===== src/rtl/echo_delay_ctrl_pkg.sv =====
// ============================================================================
// Module  : echo_pkg
// Purpose : Shared types and constants for the echo delay-line sequencer:
//           FSM state encoding, alpha (Q1.15 gain) type, default ramp step
//           and the alpha ramp helper used by the optional ramp build.
// Ports   : none (package)
// Revision: 1.0 - initial release
// ============================================================================
`default_nettype none

package echo_pkg;

    typedef enum logic [0:0] {
        FILL = 1'b0,
        RUN  = 1'b1
    } echo_state_t;

    localparam int ALPHA_W = 16;

    typedef logic signed [ALPHA_W-1:0] alpha_t;

    localparam alpha_t ALPHA_STEP_DEFAULT = 16'sd64;

    // Move cur one step toward req, snapping when within one step.
    // The difference is taken in ALPHA_W+1 bits so full-scale swings
    // (e.g. -32768 -> 32767) cannot overflow.
    function automatic alpha_t alpha_ramp(input alpha_t cur,
                                          input alpha_t req,
                                          input alpha_t step);
        logic signed [ALPHA_W:0] diff;
        logic signed [ALPHA_W:0] step_x;
        alpha_t                  res;
        diff   = {req[ALPHA_W-1], req} - {cur[ALPHA_W-1], cur};
        step_x = {step[ALPHA_W-1], step};
        if (diff > step_x) begin
            res = cur + step;
        end else if (diff < -step_x) begin
            res = cur - step;
        end else begin
            res = req;
        end
        return res;
    endfunction

endpackage

`default_nettype wire


===== src/rtl/echo_delay_ctrl_valid_pipe.sv =====
// ============================================================================
// Module  : echo_valid_pipe
// Purpose : DEPTH-stage shift register carrying {echo_valid, echo_en} so the
//           flags line up with BRAM read data. Fully cleared by rst so no
//           in-flight pulse survives a reset.
// Ports   : clk, rst        - clock, synchronous active-high reset
//           in_valid, in_en - flags issued with the sample (ram_we cycle)
//           out_valid,out_en- flags delayed by DEPTH cycles
// Revision: 1.0 - initial release
// ============================================================================
`default_nettype none

module echo_valid_pipe
    import echo_pkg::*;
#(
    parameter int DEPTH = 1
) (
    input  logic clk,
    input  logic rst,
    input  logic in_valid,
    input  logic in_en,
    output logic out_valid,
    output logic out_en
);

    logic [DEPTH-1:0] valid_q;
    logic [DEPTH-1:0] valid_d;
    logic [DEPTH-1:0] en_q;
    logic [DEPTH-1:0] en_d;

    always_comb begin
        valid_d    = valid_q;
        en_d       = en_q;
        valid_d[0] = in_valid;
        en_d[0]    = in_en;
        for (int i = 1; i < DEPTH; i++) begin
            valid_d[i] = valid_q[i-1];
            en_d[i]    = en_q[i-1];
        end
    end

    always_ff @(posedge clk) begin
        if (rst) begin
            valid_q <= '0;
            en_q    <= '0;
        end else begin
            valid_q <= valid_d;
            en_q    <= en_d;
        end
    end

    assign out_valid = valid_q[DEPTH-1];
    assign out_en    = en_q[DEPTH-1];

endmodule

`default_nettype wire


===== src/rtl/echo_delay_ctrl.sv =====
// ============================================================================
// Module  : echo_delay_ctrl
// Purpose : Echo delay-line sequencer. Owns BRAM write/read pointers, the
//           per-sample write strobe, the echo-enable gate and the alpha
//           (echo gain) register. A delay change mutes the echo and refills
//           the delay line before history is used again.
// Config  : `define ECHO_ALPHA_RAMP_EN to ramp alpha_out toward alpha_req by
//           ALPHA_STEP per sample; otherwise alpha_req loads directly.
// Ports   : clk, rst     - clock, synchronous active-high reset
//           sample_valid - one-cycle strobe per input sample
//           delay_req    - requested delay (samples); delay_load latches it
//           alpha_req    - requested gain, signed Q1.15
//           ram_we/ram_waddr/ram_raddr - BRAM control, one write per sample
//           echo_valid   - BRAM read data valid (ram_we delayed RD_LAT)
//           echo_en      - read data is real history (else mute echo)
//           alpha_out    - gain to multiplier, changes only on issue
//           delay_cur    - delay in effect; busy - high while refilling
// Revision: 1.0 - initial release
// ============================================================================
`default_nettype none

module echo_delay_ctrl
    import echo_pkg::*;
#(
    parameter int     ADDR_W     = 20,
    parameter int     RD_LAT     = 1,
    parameter alpha_t ALPHA_STEP = ALPHA_STEP_DEFAULT
) (
    input  logic              clk,
    input  logic              rst,
    input  logic              sample_valid,
    input  logic [ADDR_W-1:0] delay_req,
    input  logic              delay_load,
    input  alpha_t            alpha_req,
    output logic              ram_we,
    output logic [ADDR_W-1:0] ram_waddr,
    output logic [ADDR_W-1:0] ram_raddr,
    output logic              echo_valid,
    output logic              echo_en,
    output alpha_t            alpha_out,
    output logic [ADDR_W-1:0] delay_cur,
    output logic              busy
);

    // Parameter sanity: BRAM latency range and a positive ramp step.
    generate
        if (RD_LAT < 1 || RD_LAT > 4 || ALPHA_STEP <= 0) begin : g_bad_param
            $error("echo_delay_ctrl: RD_LAT must be 1..4 and ALPHA_STEP > 0");
        end
    endgenerate

    echo_state_t       state_q,     state_d;
    logic [ADDR_W-1:0] wptr_q,      wptr_d;
    logic [ADDR_W-1:0] fill_cnt_q,  fill_cnt_d;
    logic [ADDR_W-1:0] delay_cur_q, delay_cur_d;
    logic [ADDR_W-1:0] ram_waddr_q, ram_waddr_d;
    logic [ADDR_W-1:0] ram_raddr_q, ram_raddr_d;
    logic              ram_we_q,    ram_we_d;
    logic              issue_en_q,  issue_en_d;
    logic              busy_q,      busy_d;
    alpha_t            alpha_q,     alpha_d;

    // One extra bit so fill_cnt+1 never wraps when delay_cur is all-ones.
    logic [ADDR_W:0]   fill_next;

    always_comb begin
        state_d     = state_q;
        wptr_d      = wptr_q;
        fill_cnt_d  = fill_cnt_q;
        delay_cur_d = delay_cur_q;
        ram_waddr_d = ram_waddr_q;
        ram_raddr_d = ram_raddr_q;
        alpha_d     = alpha_q;
        fill_next   = {1'b0, fill_cnt_q} + {{ADDR_W{1'b0}}, 1'b1};

        // Issue uses the delay and state as they stand this cycle, so a
        // coincident delay_load only affects the following sample.
        ram_we_d   = sample_valid;
        issue_en_d = sample_valid && (state_q == RUN);

        if (sample_valid) begin
            ram_waddr_d = wptr_q;
            ram_raddr_d = wptr_q - delay_cur_q;
            wptr_d      = wptr_q + {{(ADDR_W-1){1'b0}}, 1'b1};
`ifdef ECHO_ALPHA_RAMP_EN
            alpha_d     = alpha_ramp(alpha_q, alpha_req, ALPHA_STEP);
`else
            alpha_d     = alpha_req;
`endif
            if (state_q == FILL) begin
                if (fill_cnt_q < delay_cur_q) begin
                    fill_cnt_d = fill_next[ADDR_W-1:0];
                end
                // The sample completing the fill is still muted; the next
                // one is the first with genuine history behind it.
                if (fill_next == {1'b0, delay_cur_q}) begin
                    state_d = RUN;
                end
            end
        end

        // A new delay invalidates history: restart the fill. The write
        // pointer and RAM contents are left alone.
        if (delay_load) begin
            delay_cur_d = (delay_req == '0) ? {{(ADDR_W-1){1'b0}}, 1'b1}
                                            : delay_req;
            fill_cnt_d  = '0;
            state_d     = FILL;
        end

        busy_d = (state_d == FILL);
    end

    always_ff @(posedge clk) begin
        if (rst) begin
            state_q     <= FILL;
            wptr_q      <= '0;
            fill_cnt_q  <= '0;
            delay_cur_q <= {{(ADDR_W-1){1'b0}}, 1'b1};
            ram_waddr_q <= '0;
            ram_raddr_q <= '0;
            ram_we_q    <= 1'b0;
            issue_en_q  <= 1'b0;
            busy_q      <= 1'b0;
            alpha_q     <= '0;
        end else begin
            state_q     <= state_d;
            wptr_q      <= wptr_d;
            fill_cnt_q  <= fill_cnt_d;
            delay_cur_q <= delay_cur_d;
            ram_waddr_q <= ram_waddr_d;
            ram_raddr_q <= ram_raddr_d;
            ram_we_q    <= ram_we_d;
            issue_en_q  <= issue_en_d;
            busy_q      <= busy_d;
            alpha_q     <= alpha_d;
        end
    end

    echo_valid_pipe #(
        .DEPTH (RD_LAT)
    ) u_valid_pipe (
        .clk       (clk),
        .rst       (rst),
        .in_valid  (ram_we_q),
        .in_en     (issue_en_q),
        .out_valid (echo_valid),
        .out_en    (echo_en)
    );

    assign ram_we    = ram_we_q;
    assign ram_waddr = ram_waddr_q;
    assign ram_raddr = ram_raddr_q;
    assign alpha_out = alpha_q;
    assign delay_cur = delay_cur_q;
    assign busy      = busy_q;

endmodule

`default_nettype wire


===== config.mk =====
export PLATFORM = sky130hd
export DESIGN_NAME = echo_delay_ctrl
export DESIGN_NICKNAME = d
export VERILOG_FILES = /design/src/rtl/echo_delay_ctrl_pkg.sv /design/src/rtl/echo_delay_ctrl_valid_pipe.sv /design/src/rtl/echo_delay_ctrl.sv
export SDC_FILE = /design/constraint.sdc
export NUM_CORES = 1
export LEC_CHECK = 0
export CAP_MARGIN = 15
export CORE_ASPECT_RATIO = 1.2
export CORE_MARGIN = 3
export CORE_UTILIZATION = 40
export CTS_CLUSTER_DIAMETER = 60
export DETAILED_ROUTE_END_ITERATION = 7
export GPL_TIMING_DRIVEN = 1
export PLACE_DENSITY_LB_ADDON = 0.2
export SLEW_MARGIN = 10
export SYNTH_ARGS = -nofsm -noshare
export SYNTH_HDL_FRONTEND = slang
export SYNTH_SLANG_ARGS = --single-unit

===== constraint.sdc =====
create_clock -name clk -period 3.1 [get_ports clk]
set_input_delay 0.62 -clock clk [delete_from_list [all_inputs] [get_ports clk]]
set_output_delay 0.62 -clock clk [all_outputs]
set_load 0.05 [all_outputs]

Word-level counts from Yosys, hierarchy flattened
Index checks and enable logic that the tools add are counted.

Bits in registers: 122. Latch bits: 0. Memory bits (writable): 0. Memory bits (read-only): 0. Input bits: 40. Output and inout bits: 80. Word-level logic and storage cells: 28. Memories: 0.

Add/sub/neg operators: 3. Multiply operators: 0. Div/mod/pow operators: 0. Magnitude comparators: 1. Equality and inequality tests: 1. Shifts and indexed selects: 0. Mux-type cells: 5. Bitwise gates (word level): 2. Reduce and logical (&&, ||, !) cells: 4.

Operators by type and width (count): $add 20x1->21 const B (1); $eq 21x20->1 (1); $add 20x1->20 const B (1); $logic_not 20->1 (1); $lt 20x20->1 (1); $mux 20 (1); $sub 20x20->20 (1); $mux 1 (4); $reduce_and 3->1 (1); $not 1->1 (2); $reduce_or 2->1 (1); $logic_and 1x1->1 (1).

Longest topological paths before layout
Depth after elaboration: 7. Mapped depth: 12.

Modules after synthesis
A second synthesis with hierarchy kept.

Cells, all modules: 773. Area, all modules: 6695.2 um2.

Modules (own cells, without submodules): echo_delay_ctrl (times used 1, cells an instance 769, area an instance 6642.6 um2, sequential area each 2402.3 um2); echo_valid_pipe (times used 1, cells an instance 4, area an instance 52.6 um2, sequential area each 40.0 um2).

Worst setup path after synthesis
No wires, ideal clock.

Path kind: register to register. From: reg delay_cur_q[17], in the netlist delay_cur[17]. To: reg fill_cnt_q[18]. Library setup time: 0.070 ns. Data arrival time: 2.840 ns. Slack: 0.189 ns. Stages on the path, launching flop included: 11. Buffers on the path: 1. Period minus slack after synthesis: 2.911 ns. Path through: dfxtp_1 inv_1 ha_1 a21o_1 a21o_1 a2111oi_2 o21a_1 a41oi_1 clkbuf_1 or4_1 a21oi_1.

Longest elaborated chain between the ends: 2.

Ends and longest elaborated chain: start, declared (line echo_delay_ctrl.sv:55) `logic [ADDR_W-1:0] delay_cur_q, delay_cur_d;`; start signal, assigned (line echo_delay_ctrl.sv:119) `delay_cur_q <= {{(ADDR_W-1){1'b0}}, 1'b1};`; start signal, assigned (line echo_delay_ctrl.sv:130) `delay_cur_q <= delay_cur_d;`; $lt 20x20->1 (line echo_delay_ctrl.sv:91) `if (fill_cnt_q < delay_cur_q) begin`; $reduce_and 3->1 (no source line); end signal, assigned (line echo_delay_ctrl.sv:129) `fill_cnt_q <= fill_cnt_d;`; end, declared (line echo_delay_ctrl.sv:54) `logic [ADDR_W-1:0] fill_cnt_q, fill_cnt_d;`.

Every way passes these cells. A chain may end at the register's enable or synchronous reset.

Worst setup path after layout
From: reg wptr_q[0]. To: reg ram_raddr_q[18], in the netlist ram_raddr[18].

Longest elaborated chain between the ends: 1.

Ends and longest elaborated chain: start, declared (line echo_delay_ctrl.sv:53) `logic [ADDR_W-1:0] wptr_q, wptr_d;`; start signal, assigned (line echo_delay_ctrl.sv:128) `wptr_q <= wptr_d;`; $sub 20x20->20 (line echo_delay_ctrl.sv:83) `ram_raddr_d = wptr_q - delay_cur_q;`; end signal, assigned (line echo_delay_ctrl.sv:132) `ram_raddr_q <= ram_raddr_d;`; end, declared (line echo_delay_ctrl.sv:57) `logic [ADDR_W-1:0] ram_raddr_q, ram_raddr_d;`.

Every way passes these cells.

==> results_dict.tcl <==
set metrics [dict create \
    syn_area_per_cell_um2 8.834 \
    routedWlPerCell_um 17.56 \
    clk_latency_ns 0.42 \
    die_area_mm2 0.01797 \
    synth_nets 824 \
    r2r_slack_ns 0.15 \
    arrival_ns 3.26 \
    crit_type "flip-flop to flip-flop" \
    initial_core_util 0.4142 \
    vdd_drop_max_uv 324.4 \
    die_x_um 122.9 \
    cap_violations 0 \
    regArea_mm2 0.002442 \
    timing.hold.ws_ns 0.4379 \
    p_total_mw 4.504 \
    setup_viol 0 \
    holdBufCountCts 0 \
    status "complete, no violations" \
    grt-ovfl-total 0 \
    path_cells "inv_1 > ha_1 > fa_1 > nor2b_1 > o31a_1 > o2111ai_1 > a32oi_2 > a311oi_2 > a21oi_1 > xor2_1 > a22o_1" \
    hold_start "issue_en_q" \
    hold_path_end "u_valid_pipe.out_en" \
    diodes 0 \
    dp_hpwl_mm 14.65 \
    finalNetCount 968 \
    period_share 0.9502 \
    path_clk_slew_ns 0.06 \
    crit_fanout 5 \
    syn_area_mm2 0.006555 \
    gr-max-usage-layer "met2" \
    max_freq_mhz 339.5 \
    synthCells 742 \
    required_ns 3.42 \
    total_leakage_power_nw 3.502 \
    htree_levels 4 \
    rows 50 \
    use_met1 0.2626 \
    areaGrowthSynthToFinish_pct 33.88 \
    firstDrtPassIters 5 \
    totalWireLength_mm 19.44 \
    timing.critical_path.buf_inv 1 \
    critPathLaunchType "flip-flop" \
    slew-limit-headroom 0.4262 \
    gr-usage-all-layers 0.2186 \
    synth_cell_type_count 61 \
    holdCritPathClass "flip-flop to flip-flop" \
    slew_viol_final 0 \
    ioPinCount 120 \
    ys.warnings.count 0 \
    grt_setup_unrepaired "true" \
    async_reset_ff_frac 0 \
    cpLargestDelayFamily "compound AO/OA/AOI/OAI gates" \
    cts_tree "yes" \
    drive_above_1_share 0.1046 \
    ant_nets 0 \
    drc 0 \
    num-fill-cells 1416 \
    first_iter_violations 418 \
    met3_usage 0.05037 \
    finalHoldViolCount 0 \
    fp.dieH_um 146.2 \
    powerDensity_mw_per_mm2 513.3 \
    port_buffers 119 \
    synth-edff-count 0 \
    multi_input_area_mm2 0.003886 \
    antenna_found_initial 0 \
    cts_sinks 122 \
    vias_per_cell 5.361 \
    rr_worst_depth 11 \
    r2r_end "ram_raddr[18]" \
    worstHoldPathCells 1 \
    cts_buffers 17 \
    worst_slew_pin_slew_ns 0.8607 \
    num_vias 5935 \
    synth_seq_cells 122 \
    grt_pass1_vias 5885 \
    cts_buffer_depth 2 \
    synth_top_flop_cell "dfxtp_1" \
    place.gp.congestion 0.9423 \
    critical_path.slowest_cell "dfxtp_1" \
    slowest_delay_ns 0.42 \
    core_mm2 0.01583 \
    cp-end-kind "flip-flop" \
    skew_ns 0.006355 \
    synth-seq-area-share 0.3726 \
    cts_root_buf "clkbuf_16" \
    finalCriticalPeriod_ns 2.946 \
    r2r_start "wptr_q[0]" \
    grt_max_degree 55 \
    grt_pass1_wl_mm 30.55 \
    grtUsageMet2 0.3617 \
]
## kinds of logic (layout without fill, tap and decap cells)
group	Yosys count	count (layout)	share of synthesized area
XOR/XNOR	55	55	0.07349
multiplexers	64	64	0.09773
flip-flops	122	122	0.3726
adder cells (fa/ha/maj)	42	42	0.08131
AND/OR/NAND/NOR	257	257	0.1932
buffers and inverters	64	220	0.04390
AO/OA/AOI/OAI	138	139	0.1378
## worst max-delay path by stage
stage                  startpoint             end  slack (ns)  depth (start not counted)
finish                  wptr_q[0]   ram_raddr[18]        0.15                         11
global route            wptr_q[0]   ram_raddr[18]       -0.02                         11
CTS                     wptr_q[0]   ram_raddr[18]        0.09                         11
detailed placement  delay_cur[17]   fill_cnt_q[2]       -0.06                          9
global placement    delay_cur[17]   fill_cnt_q[2]        0.04                          9
floorplan           delay_cur[17]  fill_cnt_q[18]        0.19                         10
## per-layer routing
layer | share of wire | up-vias | routed length (µm)
met4 | 0.037 | 0 | 714
met1 | 0.43 | 2804 | 8281
met5 | 0 | - | 0
met2 | 0.49 | 164 | 9440
met3 | 0.051 | 42 | 1000
li1 | - | 2925 | -
## area by class of cell
class,instances,area share
clock inverter,15,0.01996
timing repair buffer,158,0.1679
multi-input combinational,557,0.4428
inverter,30,0.01283
clock buffer,17,0.04847
sequential,122,0.2783
tap,208,0.02966
## cell usage after synthesis (3+ instances only)
master / n / area share
o21a_1: 8 / 0.0092
dfxtp_1: 122 / 0.37
nand4_1: 17 / 0.016
ha_1: 41 / 0.078
inv_1: 30 / 0.017
or3_2: 4 / 0.0046
and3_1: 4 / 0.0038
nor2b_1: 9 / 0.0086
or4_1: 4 / 0.0046
a31oi_1: 5 / 0.0048
o21ai_0: 35 / 0.027
nor2_1: 118 / 0.068
clkbuf_1: 23 / 0.013
nand2b_1: 3 / 0.0029
and2_1: 4 / 0.0038
buf_6: 6 / 0.010
nand2_1: 29 / 0.017
buf_1: 3 / 0.0017
o31ai_1: 3 / 0.0034
nand3_1: 17 / 0.013
nor4_1: 7 / 0.0067
or3_1: 19 / 0.018
nor3_1: 9 / 0.0069
o2111ai_1: 3 / 0.0040
a211oi_1: 7 / 0.0080
mux2i_1: 64 / 0.098
a21oi_1: 42 / 0.032
xor2_1: 23 / 0.031
xnor2_1: 32 / 0.043
a21o_1: 8 / 0.0092
o211ai_1: 4 / 0.0046
a22o_1: 5 / 0.0067
## layout by cell type, fill, tap and decap left out, drive strengths merged, types with 2 or more instances in the layout
cell type / instances
a2111oi: 4
a211o: 2
a211oi: 7
a21o: 8
a21oi: 42
a22o: 5
a31oi: 5
a41oi: 3
and2: 5
and3: 5
and4: 3
buf: 41
bufinv: 2
clkbuf: 17
clkdlybuf4s50: 117
clkinv: 3
dfxtp: 122
ha: 41
inv: 39
mux2i: 64
nand2: 29
nand2b: 3
nand3: 19
nand3b: 2
nand4: 17
nor2: 118
nor2b: 9
nor3: 9
nor4: 7
o2111ai: 3
o211ai: 4
o21a: 8
o21ai: 35
o311ai: 2
o31ai: 3
or2: 3
or3: 23
or4: 5
xnor2: 32
xor2: 23
## per-stage QoR
step	cells	worst slack (ns)	TNS, ns	instance area (µm²)	util
floorplan	742	0.1892	0	6555	-
CTS	1106	0.08758	0	8733	0.5518
global route	1107	-0.01909	-0.01909	8776	0.5545
global placement	1074	0.03839	0	8122	0.5131
finish	1107	0.1545	0	8776	0.5545
detailed placement	1074	-0.06113	-0.2387	8122	0.5131
## what timing repair did
action | CTS | global route
endpoints found under the hold margin | 0 | 0
gates resized for setup | 1 | 4
pin swaps | 0 | 1
cloned | 0 | 1
setup endpoints to repair | 5 | 6
buffers inserted | 0 | 0
## registers in the layout, indices dropped and copies added, names as in the netlist
name	flops
ram_we	1
wptr_q	20
fill_cnt_q	20
state_q	1
ram_raddr	20
delay_cur	20
busy	1
issue_en_q	1
u_valid_pipe.out_en	1
u_valid_pipe.out_valid	1
alpha_out	16
ram_waddr	20
## power breakdown
part	switching (mW)	internal, mW
clock network	0.814	1.21
registers	0.0407	1.63
logic	0.493	0.314
Note: power is estimated with default switching activity, not from simulation.
